--- config.mk ---
export PLATFORM = sky130hd
export DESIGN_NAME = alarm_zone_sequencer
export DESIGN_NICKNAME = d
export VERILOG_FILES = /design/src/rtl/alarm_zone_sequencer.sv
export SDC_FILE = /design/constraint.sdc
export NUM_CORES = 1
export LEC_CHECK = 0
export CAP_MARGIN = 20
export CORE_UTILIZATION = 40
export CTS_CLUSTER_DIAMETER = 30
export DETAILED_ROUTE_END_ITERATION = 12
export PLACE_DENSITY = 0.7
export SYNTH_ARGS = -nofsm -noshare
export SYNTH_HDL_FRONTEND = slang
export SYNTH_SLANG_ARGS = --single-unit
--- constraint.sdc ---
create_clock -name clk -period 1.7 [get_ports clk]
set_input_delay 0.17 -clock clk [delete_from_list [all_inputs] [get_ports clk]]
set_output_delay 0.17 -clock clk [all_outputs]
set_load 0.1 [all_outputs]
--- src/rtl/alarm_zone_sequencer.sv ---
// Multi-zone alarm sequencer: OFF -> ARMED -> ENTRY -> ALARM with round-robin zone grant.
// Optional build macro ALARM_INSTANT_ZONE0_EN: a zone 0 grant skips ENTRY and goes straight to ALARM.
module alarm_zone_sequencer #(
  parameter  int NZONES    = 4,
  parameter  int ENTRY_DLY = 16,
  parameter  int SIREN_CYC = 32,
  localparam int ZW        = (NZONES > 1) ? $clog2(NZONES) : 1,
  localparam int CW        = $clog2(((ENTRY_DLY > SIREN_CYC) ? ENTRY_DLY : SIREN_CYC) + 1)
) (
  input  logic              clk,
  input  logic              rst_n,
  input  logic              arm_req,
  input  logic              disarm_req,
  input  logic [NZONES-1:0] zone_trip,
  input  logic [NZONES-1:0] zone_mask,
  output logic [1:0]        state,
  output logic              siren,
  output logic [ZW-1:0]     active_zone,
  output logic              zone_valid,
  output logic [CW-1:0]     delay_cnt
);

  typedef enum logic [1:0] {
    ST_OFF   = 2'b00,
    ST_ARMED = 2'b01,
    ST_ENTRY = 2'b10,
    ST_ALARM = 2'b11
  } state_t;

  localparam logic [CW-1:0] ENTRY_LOAD = CW'(ENTRY_DLY - 1);
  localparam logic [CW-1:0] SIREN_LOAD = CW'(SIREN_CYC - 1);

  state_t            state_q;
  logic [ZW-1:0]     rr_ptr;
  logic [NZONES-1:0] eligible;
  logic [ZW-1:0]     grant;
  logic [ZW-1:0]     rr_next;
  logic              grant_hit;
  int                scan_idx;

  assign eligible = zone_trip & ~zone_mask;

  // Scan zones starting at rr_ptr, wrapping, and take the first eligible one.
  // NOTE: every combinational output gets a default before the loop, so no path leaves it unassigned and no latch is inferred.
  always_comb begin
    grant     = '0;
    grant_hit = 1'b0;
    scan_idx  = 0;
    for (int i = 0; i < NZONES; i++) begin
      scan_idx = int'(rr_ptr) + i;
      if (scan_idx >= NZONES) scan_idx = scan_idx - NZONES;
      if (!grant_hit && eligible[scan_idx]) begin
        grant     = ZW'(scan_idx);
        grant_hit = 1'b1;
      end
    end
  end

  assign rr_next = (grant == ZW'(NZONES - 1)) ? '0 : grant + 1'b1;

  // NOTE: sequential state uses non-blocking assignments so every register samples pre-edge values.
  always_ff @(posedge clk or negedge rst_n) begin
    if (!rst_n) begin
      state_q     <= ST_OFF;
      active_zone <= '0;
      zone_valid  <= 1'b0;
      delay_cnt   <= '0;
      rr_ptr      <= '0;
    end else if (disarm_req) begin
      state_q    <= ST_OFF;
      zone_valid <= 1'b0;
      delay_cnt  <= '0;
    end else begin
      case (state_q)
        ST_OFF: begin
          if (arm_req) state_q <= ST_ARMED;
        end
        ST_ARMED: begin
          if (grant_hit) begin
            active_zone <= grant;
            zone_valid  <= 1'b1;
            rr_ptr      <= rr_next;
`ifdef ALARM_INSTANT_ZONE0_EN
            if (grant == '0) begin
              state_q   <= ST_ALARM;
              delay_cnt <= SIREN_LOAD;
            end else begin
              state_q   <= ST_ENTRY;
              delay_cnt <= ENTRY_LOAD;
            end
`else
            state_q   <= ST_ENTRY;
            delay_cnt <= ENTRY_LOAD;
`endif
          end
        end
        ST_ENTRY: begin
          if (delay_cnt != '0) begin
            delay_cnt <= delay_cnt - 1'b1;
          end else begin
            state_q   <= ST_ALARM;
            delay_cnt <= SIREN_LOAD;
          end
        end
        ST_ALARM: begin
          // active_zone is kept after re-arm so status shows the last cause.
          if (delay_cnt != '0) begin
            delay_cnt <= delay_cnt - 1'b1;
          end else begin
            state_q    <= ST_ARMED;
            zone_valid <= 1'b0;
          end
        end
        default: begin
          state_q    <= ST_OFF;
          zone_valid <= 1'b0;
          delay_cnt  <= '0;
        end
      endcase
    end
  end

  // Siren is a decode of the state register, so an async reset silences it at once.
  assign state = state_q;
  assign siren = (state_q == ST_ALARM);

endmodule

* Yosys cells after proc, flatten, opt, wreduce, memory -nomap -nowiden
Index checks and enable logic that the tools add are counted.
** Operators by class
- Bitwise operators :: 3
- $lt $le $gt $ge :: 8
- Reduce and logical (&&, ||, !) cells :: 14
- Equal/unequal tests :: 9
- Muxes and demuxes :: 40
- Add/sub/neg operators :: 9
** Operators by type and width (count)
- 32-bit by 4-bit < comparator with 1-bit output, second input constant :: 4
- 32-bit two-way mux :: 4
- 6-bit two-way mux :: 4
- 2-bit two-way mux :: 10
- 6-bit one-hot mux with 3 select lines :: 1
- 1-bit two-way mux :: 15
- 3-bit inequality test, second input constant :: 4
- 3-bit by 3-bit subtractor with 4-bit output, second input constant :: 3
- 3-bit >= comparator, second input constant :: 3
- 3-bit AND reduction :: 3
- 1-bit binary-select mux with 2-bit select :: 4
- 2-bit one-hot mux with 4 select lines :: 1
- 2-bit by 2-bit adder with 3-bit output, second input constant :: 2
- 2-bit equality test, second input constant :: 3
- 6-bit nonzero test :: 1
- 6-bit by 1-bit subtractor with 6-bit output, second input constant :: 1
- 4-bit AND :: 1
- 4-bit NOT :: 1
- 4-bit AND reduction :: 1
- 4-bit nonzero test :: 1
- 2-bit by 3-bit subtractor with 4-bit output, second input constant :: 1
- 2-bit by 1-bit adder with 3-bit output, second input constant :: 1
- 2-bit by 3-bit >= comparator with 1-bit output, second input constant :: 1
- 1-bit logical AND :: 3
- other kinds (8) :: 10
** Word-level totals
- Output and inout port bits :: 12
- Flip-flop bits (word level) :: 13
- Word-level logic and storage cells :: 88

* Logic depth before layout (Yosys ltp)
Gate-level depths: netlist of run 1.
- Depth in word-level cells :: 18
- Gate-level depth with buffers :: 7

* Worst setup path after synthesis of run 1
OpenSTA, ideal clock, no wires.
- Path kind :: register to register
- From :: reg state_q[0], in the netlist state[0]
- To :: reg delay_cnt[3]
- Arrival :: 2850 ps
- Cell stages (with the launch flop) :: 7
- Data required time :: 1578 ps
- Clock period less this slack :: 2973 ps
- Path slack :: -1273 ps
- Setup time :: 122 ps
- Cell sequence :: dfrtp_1 ha_1 nor2_1 a31oi_1 a21boi_0 o21ai_1 a22o_1
** Between the ends
- Word-level cells in the longest chain between the ends :: 3
- Elaborated cells between the ends (all ways) :: 9
** Ends and longest elaborated chain
- start: declaration :: line 33 : state_t state_q;
- start signal: assignment :: line 64 : state_q <= ST_OFF;
- start signal: assignment :: line 70 : state_q <= ST_OFF;
- start signal: assignment :: line 76 : if (arm_req) state_q <= ST_ARMED;
- 2-bit equality test *
- named net siren :: line 17 : output logic siren,
- 3-bit by 2-bit inequality test with 1-bit output (no line) (tied with other cells)
- 3-bit AND reduction (no line) / 6-bit two-way mux (equally long branches)
- end signal: assignment :: line 99 : delay_cnt <= delay_cnt - 1'b1;
- end signal: assignment :: line 108 : delay_cnt <= delay_cnt - 1'b1;
- end: declaration :: line 20 : output logic [CW-1:0] delay_cnt
Mark *: on every way through the listed nets, which the timed path passes. The rest lies on a longest branch.
A chain may end at the register's enable or synchronous reset.

* Final worst setup path of run 1
- From :: reg delay_cnt[3]
- To :: reg delay_cnt[3]
** Between the ends
- Word-level cells in the longest chain between the ends :: 4
- Elaborated cells between the ends (all ways) :: 8
** Ends and longest elaborated chain
- 6-bit by 1-bit subtractor with 6-bit output / 6-bit nonzero test (equally long branches)
- 6-bit two-way mux (on tied branches) :: line 107, 98
- 6-bit one-hot mux with 3 select lines :: line 74 : case (state_q)
- 6-bit two-way mux :: line 69 : end else if (disarm_req) begin
Several ways; a longest one is shown, not always the timed one. The select of a mux whose other input is x is not followed.

==> summary.txt, run 1 <==
outcome: complete, no violations
Reg clk slew, reported paths: 0.09 ns
fin crit period: 1.66 ns
syn nets: 124
via count: 988
hold_ws: 0.259 ns
CP Launch Type: flop
Cell Pwr Density: 2010 nW/um^2
final std cells w/o fill: 183
CTS H-tree depth: 1
die height: 50.2 um
Slew Limit Fails: 0
Hold Path Class: in -> async
Yosys Warn Count: 0
First-pass DRT Iterations: 4
Crit Path Max Fanout: 8
Final period util: 97.8%
post-synthesis sequential area ratio: 35.0%
total of max-cap violations: 0
antenna violations before repair: 0
Syn-to-layout area delta: 77.9%
HPWL Detailed: 1880 um
CTS tree: done
worst skew pair latency: 0.28 ns
crit path DAT: 1.84 ns
vias in the first global route: 855
RSZ-0062 raised after global routing: yes
CP required: 1.87 ns
FILL cells: 146
FF+latch count, synth: 13
Initial Utilization: 42.4%
Starting DRT DRC Count: 29
slowest stage delay, CP: 0.50 ns
port buffer count: 23
pin count of the biggest net entering global routing: 14
Syn Area/Cell: 8.85 um^2
first-pass GRT wire length: 3840 um
Total GRT Usage: 20.6%
grt ovf: 0
Remaining DRCs: 0
skew final: 0.00660 ns
Least-Margin Pin Slew: 0.600 ns
Die Wd: 50.2 um
# nets final: 175
FMAX: 601 MHz
Ant. Diodes: 0
final worst setup slack: 0.0370 ns
placed insts: 174
mean routed wirelength per cell: 14.1 um
clock sink total: 13
Yosys top cell area share: 35.0%
footprint of the multi-input gates: 706 um^2
Netlist cell types: 32
WL final: 2580 um
area leader, netlist: dfrtp_1
Root Buffer: clkbuf_4
floorplan core area: 2190 um^2
Die ar.: 2520 um^2
layout cells sized above 1: 49.0%
I/O pin total: 24
Rows: 17
worst path cell trace: nor4_4 -> buf_4 -> a31oi_4 -> o21ai_4 -> o21ai_2 -> a22o_1
Post-CTS Hold Fix Bufs: 0
DP Worst Slack: -0.247 ns
top post-synthesis cells by area: dfrtp_1 (35%), ha_1 (9.4%), nor2_1 (6.1%), a21oi_1 (4.8%), nand2_1 (4.8%)
CTS buffer count: 3
Reg area: 348 um^2
Crit Path Class: reg -> reg
vias per cell: 5.40
Fin. Hold Viols: 0
Mapped Area: 930 um^2
final setup vio count: 0
Crit. End Element: flop
Slowest-stage cell, CP: dfrtp_4
RD Place Congestion: 0.766
Max Buffers Root-to-Sink: 2
Lkg Pwr: 0.740 nW
instance count of the mapped netlist: 105
antenna viol nets, final: 0
slew margin rel.: 59.9%
worst ir drop on vdd: 1.49 mV
-- cells by family (layout without fill, tap and decap cells) --
kind of cell	count (synthesis)	after routing	share of synthesized area (%)
buffers and inverters	8	58	3.23
AO/OA/AOI/OAI	32	32	24.0
AND/OR/NAND/NOR	40	40	22.2
multiplexers	5	5	6.19
flip-flops	13	13	35.0
adder cells (fa/ha/maj)	7	7	9.42
-- per-layer routing --
metal,global-route usage [%],vias to the layer above,part of all wire (%)
met5,0,-,0
met4,4.29,0,0.54
met3,5.45,2,4.3
met2,36.2,27,53
met1,24.9,482,42
li1,-,477,-
-- stage by stage --
stage	utilization [%]	TNS [ns]	power [mW]	instance area [um^2]
4_1_cts	70.9	0	3.17	1550
5_1_grt	75.5	-0.0186	3.49	1650
6_report	75.5	0	3.32	1650
2_1_floorplan	-	-0.990	2.12	1010
3_3_place_gp	69.1	-2.12	2.90	1510
3_5_place_dp	69.1	-2.45	2.93	1510
-- layout make-up --
| type | count | area share (%) |
|---|---|---|
| multi-input cells | 84 | 42.7 |
| inverters | 7 | 1.59 |
| clock buffers | 4 | 1.59 |
| well taps | 28 | 2.12 |
| flip-flops and latches | 13 | 21.0 |
| repair buffers | 47 | 31.0 |
-- path summary, 6_finish.rpt --
| path | from | endpoint | slack, ns | cells after the start |
|---|---|---|---|---|
| setup / recovery | delay_cnt[3] | delay_cnt[3] | 0.04 | 6 |
| hold / removal | rst_n | delay_cnt[3] | 0.26 | 1 |
| setup reg to reg | delay_cnt[3] | delay_cnt[3] | 0.04 | 6 |
| hold reg to reg | active_zone[0] | active_zone[0] | 0.51 | 1 |
| max in group asynchronous | rst_n | delay_cnt[2] | 0.99 | 1 |
| min in group clk | active_zone[0] | active_zone[0] | 0.51 | 1 |
-- cells in the mapped netlist, drive strengths merged --
library cell / instances
mux2i: 2
nor2b: 6
inv: 7
clkbuf: 1
a2bb2oi: 1
or4: 1
dfrtp: 13
o2111ai: 1
nor4: 2
ha: 7
nand2: 12
nor2: 15
mux2: 3
a2111oi: 1
nand2b: 2
o21a: 1
o21ai: 7
a21oi: 10
nor3: 2
a21boi: 1
a22o: 4
a31oi: 2
a21o: 1
a211oi: 1
o31ai: 2
-- sequential cells by signal, indices dropped and copies added (netlist names) --
| name | cells |
|---|---|
| rr_ptr | 2 |
| state | 2 |
| delay_cnt | 6 |
| active_zone | 2 |
| zone_valid | 1 |
-- report_power, final --
part	internal [mW]	switching [mW]
logic	1.00	1.51
clock network	0.0911	0.109
registers	0.467	0.151
total	1.56	1.76
-- what timing repair did --
item,in CTS,in global routing
buffers inserted,1,4
endpoints found under the setup margin,5,11
pin swaps,2,6
gates resized for setup,1,18
-- worst max-delay path, delay by kind of cell, from the launching register on --
family / cells / cell delay [ns]
AOI/OAI and AO/OA: 4 / 0.49
DFF: 1 / 0.50
buffers and inverters: 1 / 0.20
and+or+nand+nor: 1 / 0.37
-- cell usage in the layout, fill, tap and decap left out, types with 3 or more instances in the layout --
cell type / synthesis / layout
clkdlybuf4s50_1: 0 / 8
nor2_1: 15 / 13
buf_12: 0 / 10
ha_1: 7 / 3
dlymetal6s2s_1: 0 / 3
dfrtp_1: 13 / 5
buf_4: 0 / 26
inv_1: 7 / 5
clkbuf_4: 0 / 3
dfrtp_2: 0 / 3
nor2b_4: 2 / 4
a21oi_1: 9 / 9
dfrtp_4: 0 / 5
nand2_1: 12 / 11
a22o_1: 4 / 4
ha_4: 0 / 3
(Power assumes the default switching activity.)
==> inputs of run 2 (changes only) <==
--- a/config.mk
+++ b/config.mk
@@ -9,6 +9,7 @@
 export CORE_UTILIZATION = 40
 export CTS_CLUSTER_DIAMETER = 30
 export DETAILED_ROUTE_END_ITERATION = 12
+export HOLD_SLACK_MARGIN = 0.15
 export PLACE_DENSITY = 0.7
 export SYNTH_ARGS = -nofsm -noshare
 export SYNTH_HDL_FRONTEND = slang
==> results of run 2 <==
The final DEF is identical to that of run 1; final timing and power are the same.
